<file path="src/rtl/sprite_mixer.sv">
// Two-stage sprite priority mixer with a 2**SPR_DATAW-entry palette whose writes are deferred to blanking.
// Define SPRITE_MIXER_COLLISION_EN to build the sticky per-sprite collision flags.
module sprite_mixer #(
   parameter int NSPR      = 4,
   parameter int SPR_DATAW = 4,
   parameter int COLRW     = 12
) (
   input  logic                      clk,
   input  logic                      rst,
   input  logic                      frame,
   input  logic                      de,
   input  logic [SPR_DATAW-1:0]      bg_pix,
   input  logic [NSPR*SPR_DATAW-1:0] spr_pix,
   input  logic [NSPR-1:0]           spr_drawing,
   input  logic                      pal_we,
   input  logic [SPR_DATAW-1:0]      pal_addr,
   input  logic [COLRW-1:0]          pal_data,
   output logic                      pal_busy,
   output logic [COLRW-1:0]          rgb,
   output logic                      de_o,
   output logic [NSPR-1:0]           collision,
   input  logic                      coll_clr
);

   localparam logic [0:0] IDLE = 1'b0;
   localparam logic [0:0] PEND = 1'b1;

   logic [COLRW-1:0]     r_palette [2**SPR_DATAW];
   logic [SPR_DATAW-1:0] r_sel_idx;
   logic                 r_de_d1;
   logic [COLRW-1:0]     r_rgb;
   logic                 r_de_o;
   logic [0:0]           r_state;
   logic [SPR_DATAW-1:0] r_pend_addr;
   logic [COLRW-1:0]     r_pend_data;

   logic [NSPR-1:0]      w_opaque;
   logic                 w_multi;
   logic [SPR_DATAW-1:0] w_sel;
   logic [0:0]           w_state_nxt;
   logic                 w_pend_load;
   logic                 w_wr_en;
   logic [SPR_DATAW-1:0] w_wr_addr;
   logic [COLRW-1:0]     w_wr_data;

   // Iterating downwards lets the lowest-numbered opaque sprite overwrite the others.
   always_comb begin
      logic w_found;
      w_opaque = '0;
      w_multi  = 1'b0;
      w_sel    = bg_pix;
      w_found  = 1'b0;
      for (int i = 0; i < NSPR; i++) begin
         w_opaque[i] = spr_drawing[i] && (spr_pix[i*SPR_DATAW +: SPR_DATAW] != '0);
         if (w_opaque[i]) begin
            if (w_found) w_multi = 1'b1;
            w_found = 1'b1;
         end
      end
      for (int i = NSPR-1; i >= 0; i--) begin
         if (w_opaque[i]) w_sel = spr_pix[i*SPR_DATAW +: SPR_DATAW];
      end
   end

   always_comb begin
      w_state_nxt = r_state;
      w_pend_load = 1'b0;
      w_wr_en     = 1'b0;
      w_wr_addr   = pal_addr;
      w_wr_data   = pal_data;
      if (r_state == IDLE) begin
         if (pal_we && de) begin
            w_pend_load = 1'b1;
            w_state_nxt = PEND;
         end else if (pal_we) begin
            w_wr_en = 1'b1;
         end
      end else begin
         if (pal_we && !de) begin
            w_wr_en     = 1'b1;
            w_state_nxt = IDLE;
         end else if (pal_we) begin
            w_pend_load = 1'b1;
         end else if (!de) begin
            w_wr_en     = 1'b1;
            w_wr_addr   = r_pend_addr;
            w_wr_data   = r_pend_data;
            w_state_nxt = IDLE;
         end
      end
   end

   // Palette contents survive reset; only the write strobe is blocked.
   always_ff @(posedge clk) begin
      if (w_wr_en && !rst) r_palette[w_wr_addr] <= w_wr_data;
   end

   always_ff @(posedge clk) begin
      if (rst) begin
         r_state     <= IDLE;
         r_pend_addr <= '0;
         r_pend_data <= '0;
         r_sel_idx   <= '0;
         r_de_d1     <= 1'b0;
         r_rgb       <= '0;
         r_de_o      <= 1'b0;
      end else begin
         r_state <= w_state_nxt;
         if (w_pend_load) begin
            r_pend_addr <= pal_addr;
            r_pend_data <= pal_data;
         end
         r_sel_idx <= w_sel;
         r_de_d1   <= de;
         r_rgb     <= r_de_d1 ? r_palette[r_sel_idx] : '0;
         r_de_o    <= r_de_d1;
      end
   end

   assign pal_busy = (r_state == PEND);
   assign rgb      = r_rgb;
   assign de_o     = r_de_o;

`ifdef SPRITE_MIXER_COLLISION_EN
   logic [NSPR-1:0] r_collision;
   logic [NSPR-1:0] w_coll_set;

   // New hits are OR-ed in after the clear so a same-cycle hit survives.
   assign w_coll_set = (de && w_multi) ? w_opaque : '0;

   always_ff @(posedge clk) begin
      if (rst) r_collision <= '0;
      else     r_collision <= (r_collision & ~{NSPR{frame | coll_clr}}) | w_coll_set;
   end

   assign collision = r_collision;
`else
   logic w_unused;
   assign w_unused  = ^{frame, coll_clr, w_multi};
   assign collision = '0;
`endif

endmodule

</file>
<file path="config.mk">
export PLATFORM = sky130hd
export DESIGN_NAME = sprite_mixer
export DESIGN_NICKNAME = d
export VERILOG_FILES = /design/src/rtl/sprite_mixer.sv
export SDC_FILE = /design/constraint.sdc
export NUM_CORES = 1
export LEC_CHECK = 0
export CAP_MARGIN = 30
export CORE_MARGIN = 2
export CORE_UTILIZATION = 48
export DETAILED_ROUTE_END_ITERATION = 6
export PLACE_DENSITY = 0.76
export SYNTH_ARGS = -nofsm -noshare
export SYNTH_HDL_FRONTEND = slang
export SYNTH_SLANG_ARGS = --single-unit
</file>
<file path="constraint.sdc">
create_clock -name clk -period 5.59 [get_ports clk]
set_clock_uncertainty 0.15 [all_clocks]
set_input_delay 1.118 -clock clk [delete_from_list [all_inputs] [get_ports clk]]
set_output_delay 1.118 -clock clk [all_outputs]
set_load 0.005 [all_outputs]
</file>
==> impl_metrics.xml <==
<?xml version="1.0" encoding="UTF-8"?>
<metrics>
  <group name="synthesis">
    <metric name="gate_count_of_the_mapped_netlist" unit="">550</metric>
    <metric name="synth-warning-count" unit="">0</metric>
    <metric name="synth_top_family_by_area" unit="">multiplexers</metric>
    <metric name="seq_area_frac_synth" unit="%">72.1</metric>
    <metric name="synth.cell_area" unit="mm^2">0.00897</metric>
    <metric name="dominantRegCellSynth" unit="">sky130_fd_sc_hd__edfxtp_1</metric>
    <metric name="yosys.area_share.simple" unit="%">5.75</metric>
    <metric name="asyncSetResetFlopFracSynth" unit="%">0</metric>
    <metric name="synth_cell_types" unit="">36</metric>
    <metric name="synth_xor_area_share" unit="%">0</metric>
    <metric name="yosys-mux-area-fraction" unit="%">13.7</metric>
    <metric name="synth-compound-area-share" unit="%">6.07</metric>
    <metric name="synth-adder-area-share" unit="%">0</metric>
    <metric name="synth.avg_cell_area" unit="um^2">16.3</metric>
    <metric name="number_of_enable_flip_flop_cells_after_synthesis" unit="">192</metric>
    <metric name="ys_ff_latch" unit="">227</metric>
  </group>
  <group name="clock_network">
    <metric name="clkSinkCount" unit="">227</metric>
    <metric name="ctsLongestPathBuffers" unit="">3</metric>
    <metric name="clock_tree.root_cell" unit="">sky130_fd_sc_hd__clkbuf_16</metric>
    <metric name="cts.htree.levels" unit="">1</metric>
    <metric name="tritoncts" unit="">yes</metric>
    <metric name="post_cts_resize_count" unit="">0</metric>
    <metric name="cts_buffers" unit="">23</metric>
    <metric name="clkSlewWorstSetupHoldPaths" unit="ps">60</metric>
    <metric name="cts_hold_buf" unit="">0</metric>
    <metric name="setup_bufs_post_cts" unit="">0</metric>
    <metric name="worstSkewPairLatency" unit="ps">500</metric>
  </group>
  <group name="placed_design">
    <metric name="dp.final_hpwl" unit="mm">12.3</metric>
    <metric name="placedInstanceArea" unit="mm^2">0.00985</metric>
    <metric name="port_buffer_cells" unit="">57</metric>
    <metric name="place.gp.congestion" unit="">0.760</metric>
  </group>
  <group name="routing">
    <metric name="ant_nets" unit="">0</metric>
    <metric name="drt-initial-drc-count" unit="">472</metric>
    <metric name="detail_route.wirelength" unit="mm">19.2</metric>
    <metric name="detail_route.wl_per_cell" unit="um">22.1</metric>
    <metric name="vias_per_cell" unit="">5.89</metric>
    <metric name="num_vias" unit="">5130</metric>
    <metric name="drt_drc_violations_left" unit="">2</metric>
    <metric name="drt-pass1-iter-count" unit="">7</metric>
  </group>
  <group name="timing">
    <metric name="fin_crit_sh" unit="%">61.8</metric>
    <metric name="fin_crit" unit="ps">3450</metric>
    <metric name="final-hold-violation-count" unit="">0</metric>
    <metric name="report.final.setup_viol" unit="">0</metric>
    <metric name="max_slew.worst_pin.slew" unit="ps">1000</metric>
    <metric name="setup_repair_after_global_routing_missed_its_margin" unit="">false</metric>
    <metric name="max-slew-margin-rel" unit="%">33.1</metric>
    <metric name="achievable-frequency" unit="MHz">290</metric>
    <metric name="tns" unit="ps">0</metric>
    <metric name="timing.final.max_slew_violations" unit="">0</metric>
  </group>
  <group name="grt">
    <metric name="antenna_found_initial" unit="">0</metric>
    <metric name="grt.met2_usage" unit="%">34.5</metric>
    <metric name="overflow" unit="">0</metric>
    <metric name="number_of_global_route_vias_before_repair" unit="">5360</metric>
    <metric name="grt_use_met3" unit="%">2.72</metric>
    <metric name="grt-busiest-layer" unit="">met2</metric>
    <metric name="grt_util_all_layers" unit="%">19.7</metric>
    <metric name="first_pass_grt_wire_length" unit="mm">29.6</metric>
    <metric name="grt_max_degree" unit="">50</metric>
    <metric name="globalRouteMet1Util" unit="%">25.4</metric>
  </group>
  <group name="power_and_ir_drop">
    <metric name="power.leakage" unit="nW">3.44</metric>
    <metric name="vdd_ir_drop_max" unit="uV">192</metric>
    <metric name="p_per_area" unit="mW/mm^2">332</metric>
  </group>
  <group name="setup_path">
    <metric name="reg2reg_setup_slack" unit="ps">2870</metric>
    <metric name="worst_ep_required_time" unit="ps">5650</metric>
    <metric name="critPathMaxFanout" unit="">26</metric>
    <metric name="setup.worst_path.start_class" unit="">input port</metric>
    <metric name="worst-endpoint-arrival" unit="ps">3510</metric>
    <metric name="worst-setup-path-type" unit="">input port to flop</metric>
    <metric name="worstSetupEndpointType" unit="">flop</metric>
  </group>
  <group name="die">
    <metric name="start_util" unit="%">49.4</metric>
    <metric name="die_height" unit="um">141</metric>
    <metric name="pin_count" unit="">64</metric>
    <metric name="fp.dieArea" unit="mm^2">0.0198</metric>
    <metric name="std_cell_rows" unit="">49</metric>
    <metric name="fp.coreArea" unit="mm^2">0.0181</metric>
    <metric name="die_x_extent" unit="um">141</metric>
  </group>
  <group name="layout">
    <metric name="antenna_cells" unit="">0</metric>
    <metric name="register_area" unit="mm^2">0.00647</metric>
    <metric name="final.fill_count" unit="">1303</metric>
    <metric name="multi_input_area" unit="mm^2">0.00230</metric>
    <metric name="flow.area_growth_from_synthesis" unit="%">17.4</metric>
    <metric name="post_route_cells_drive_above_1_share" unit="%">15.1</metric>
    <metric name="final_area" unit="mm^2">0.0105</metric>
    <metric name="finish.net_count" unit="">673</metric>
  </group>
  <group name="worst_hold_path">
    <metric name="hold_class" unit="">flop to flop</metric>
  </group>
  <group name="status">
    <metric name="failed_checks" unit="">DRC</metric>
    <metric name="result_of_the_run" unit="">finished with violations</metric>
  </group>
  <group name="flow_run">
    <metric name="maxCapViolations" unit="">0</metric>
  </group>
</metrics>
==> cells in the mapped netlist, types with 7 or more instances <==
cell type	instances	share of area [%]
sky130_fd_sc_hd__edfxtp_1	192	64
sky130_fd_sc_hd__mux2i_1	55	6.1
sky130_fd_sc_hd__nand2_1	52	2.2
sky130_fd_sc_hd__dfxtp_1	35	7.8
sky130_fd_sc_hd__nor2_1	31	1.3
sky130_fd_sc_hd__mux4_2	24	6.0
sky130_fd_sc_hd__a22oi_1	20	1.7
sky130_fd_sc_hd__a21oi_1	17	0.95
sky130_fd_sc_hd__o21ai_0	14	0.78
sky130_fd_sc_hd__clkbuf_1	12	0.50
sky130_fd_sc_hd__mux2_2	12	1.5
sky130_fd_sc_hd__buf_4	9	0.75
sky130_fd_sc_hd__inv_1	9	0.38
sky130_fd_sc_hd__a221oi_1	7	0.68
sky130_fd_sc_hd__nand3_1	7	0.39
==> power breakdown <==
part           total (mW)  switching (mW)  internal, mW
clock network        1.38           0.582         0.796
registers            1.88          0.0260          1.86
logic               0.235           0.124         0.111
==> cells in the final DEF (no fill, tap or decap), types with 6 or more instances in the layout <==
master / synthesis / routed
sky130_fd_sc_hd__buf_4: 9 / 16
sky130_fd_sc_hd__clkbuf_16: 0 / 23
sky130_fd_sc_hd__a22oi_1: 20 / 20
sky130_fd_sc_hd__a21oi_1: 17 / 17
sky130_fd_sc_hd__a221oi_1: 7 / 7
sky130_fd_sc_hd__nor2_1: 31 / 30
sky130_fd_sc_hd__buf_6: 3 / 6
sky130_fd_sc_hd__clkdlybuf4s50_1: 0 / 57
sky130_fd_sc_hd__edfxtp_1: 192 / 192
sky130_fd_sc_hd__clkbuf_1: 12 / 7
sky130_fd_sc_hd__o21ai_0: 14 / 14
sky130_fd_sc_hd__nand3_1: 7 / 7
sky130_fd_sc_hd__mux2i_1: 55 / 55
sky130_fd_sc_hd__mux4_2: 24 / 24
sky130_fd_sc_hd__mux2_2: 12 / 12
sky130_fd_sc_hd__dfxtp_1: 35 / 34
sky130_fd_sc_hd__inv_1: 9 / 9
sky130_fd_sc_hd__nand2_1: 52 / 52
==> registers in the layout (all words and copies together), names as in the netlist <==
register / flops
r_palette: 192
r_pend_data: 12
rgb: 12
r_pend_addr: 4
r_sel_idx: 4
de_o: 1
pal_busy: 1
r_de_d1: 1
==> cells by family after synthesis <==
kind of cell,count (synthesis)
simple gates,112
flops,227
compound gates,80
mux,91
buf+inv,39
other cells,1
==> final timing paths <==
check	startpoint	end	cells after the start
worst max-delay path	rst	r_palette[13][10]$_DFFE_PP_	5
worst min-delay path	r_pend_data[10]$_SDFFE_PP0P_	r_pend_data[10]$_SDFFE_PP0P_	2
worst max register to register	r_sel_idx[0]$_SDFF_PP0_	rgb[0]$_SDFF_PP0_	4
worst min register to register	r_pend_data[10]$_SDFFE_PP0P_	r_pend_data[10]$_SDFFE_PP0P_	2
==> area by class of cell <==
type / count / area share (%)
Inverter: 9 / 0.321
Sequential cell: 227 / 61.4
Timing Repair Buffer: 79 / 7.20
Clock inverter: 7 / 0.333
Tap cell: 229 / 2.72
Multi-Input combinational cell: 287 / 21.9
Clock buffer: 33 / 6.11
==> critical path, cell delays in order <==
cell                              delay, ps
sky130_fd_sc_hd__clkdlybuf4s50_1        880
sky130_fd_sc_hd__a211oi_1               510
sky130_fd_sc_hd__nand2b_1               180
sky130_fd_sc_hd__nor2_1                 580
sky130_fd_sc_hd__buf_6                  230
==> per-stage QoR <==
step                      power, mW  worst slack (ps)  util, %  std cells  hold slack (ps)
after floorplan                2.05              2380        -        553              283
after global placement         2.14              1510     53.9        825              290
after detailed placement       2.15              1640     54.3        831              295
after CTS                      3.52              2180     58.0        871              305
after global routing           3.60              1980     58.0        871              335
final                          3.50              2140     58.0        871              306
==> layer usage <==
metal | share of wire, % | vias up
li1 | - | 2296
met1 | 39 | 2577
met2 | 51 | 228
met3 | 7.0 | 29
met4 | 2.6 | 0
met5 | 0 | -
(Power assumes the default switching activity.)
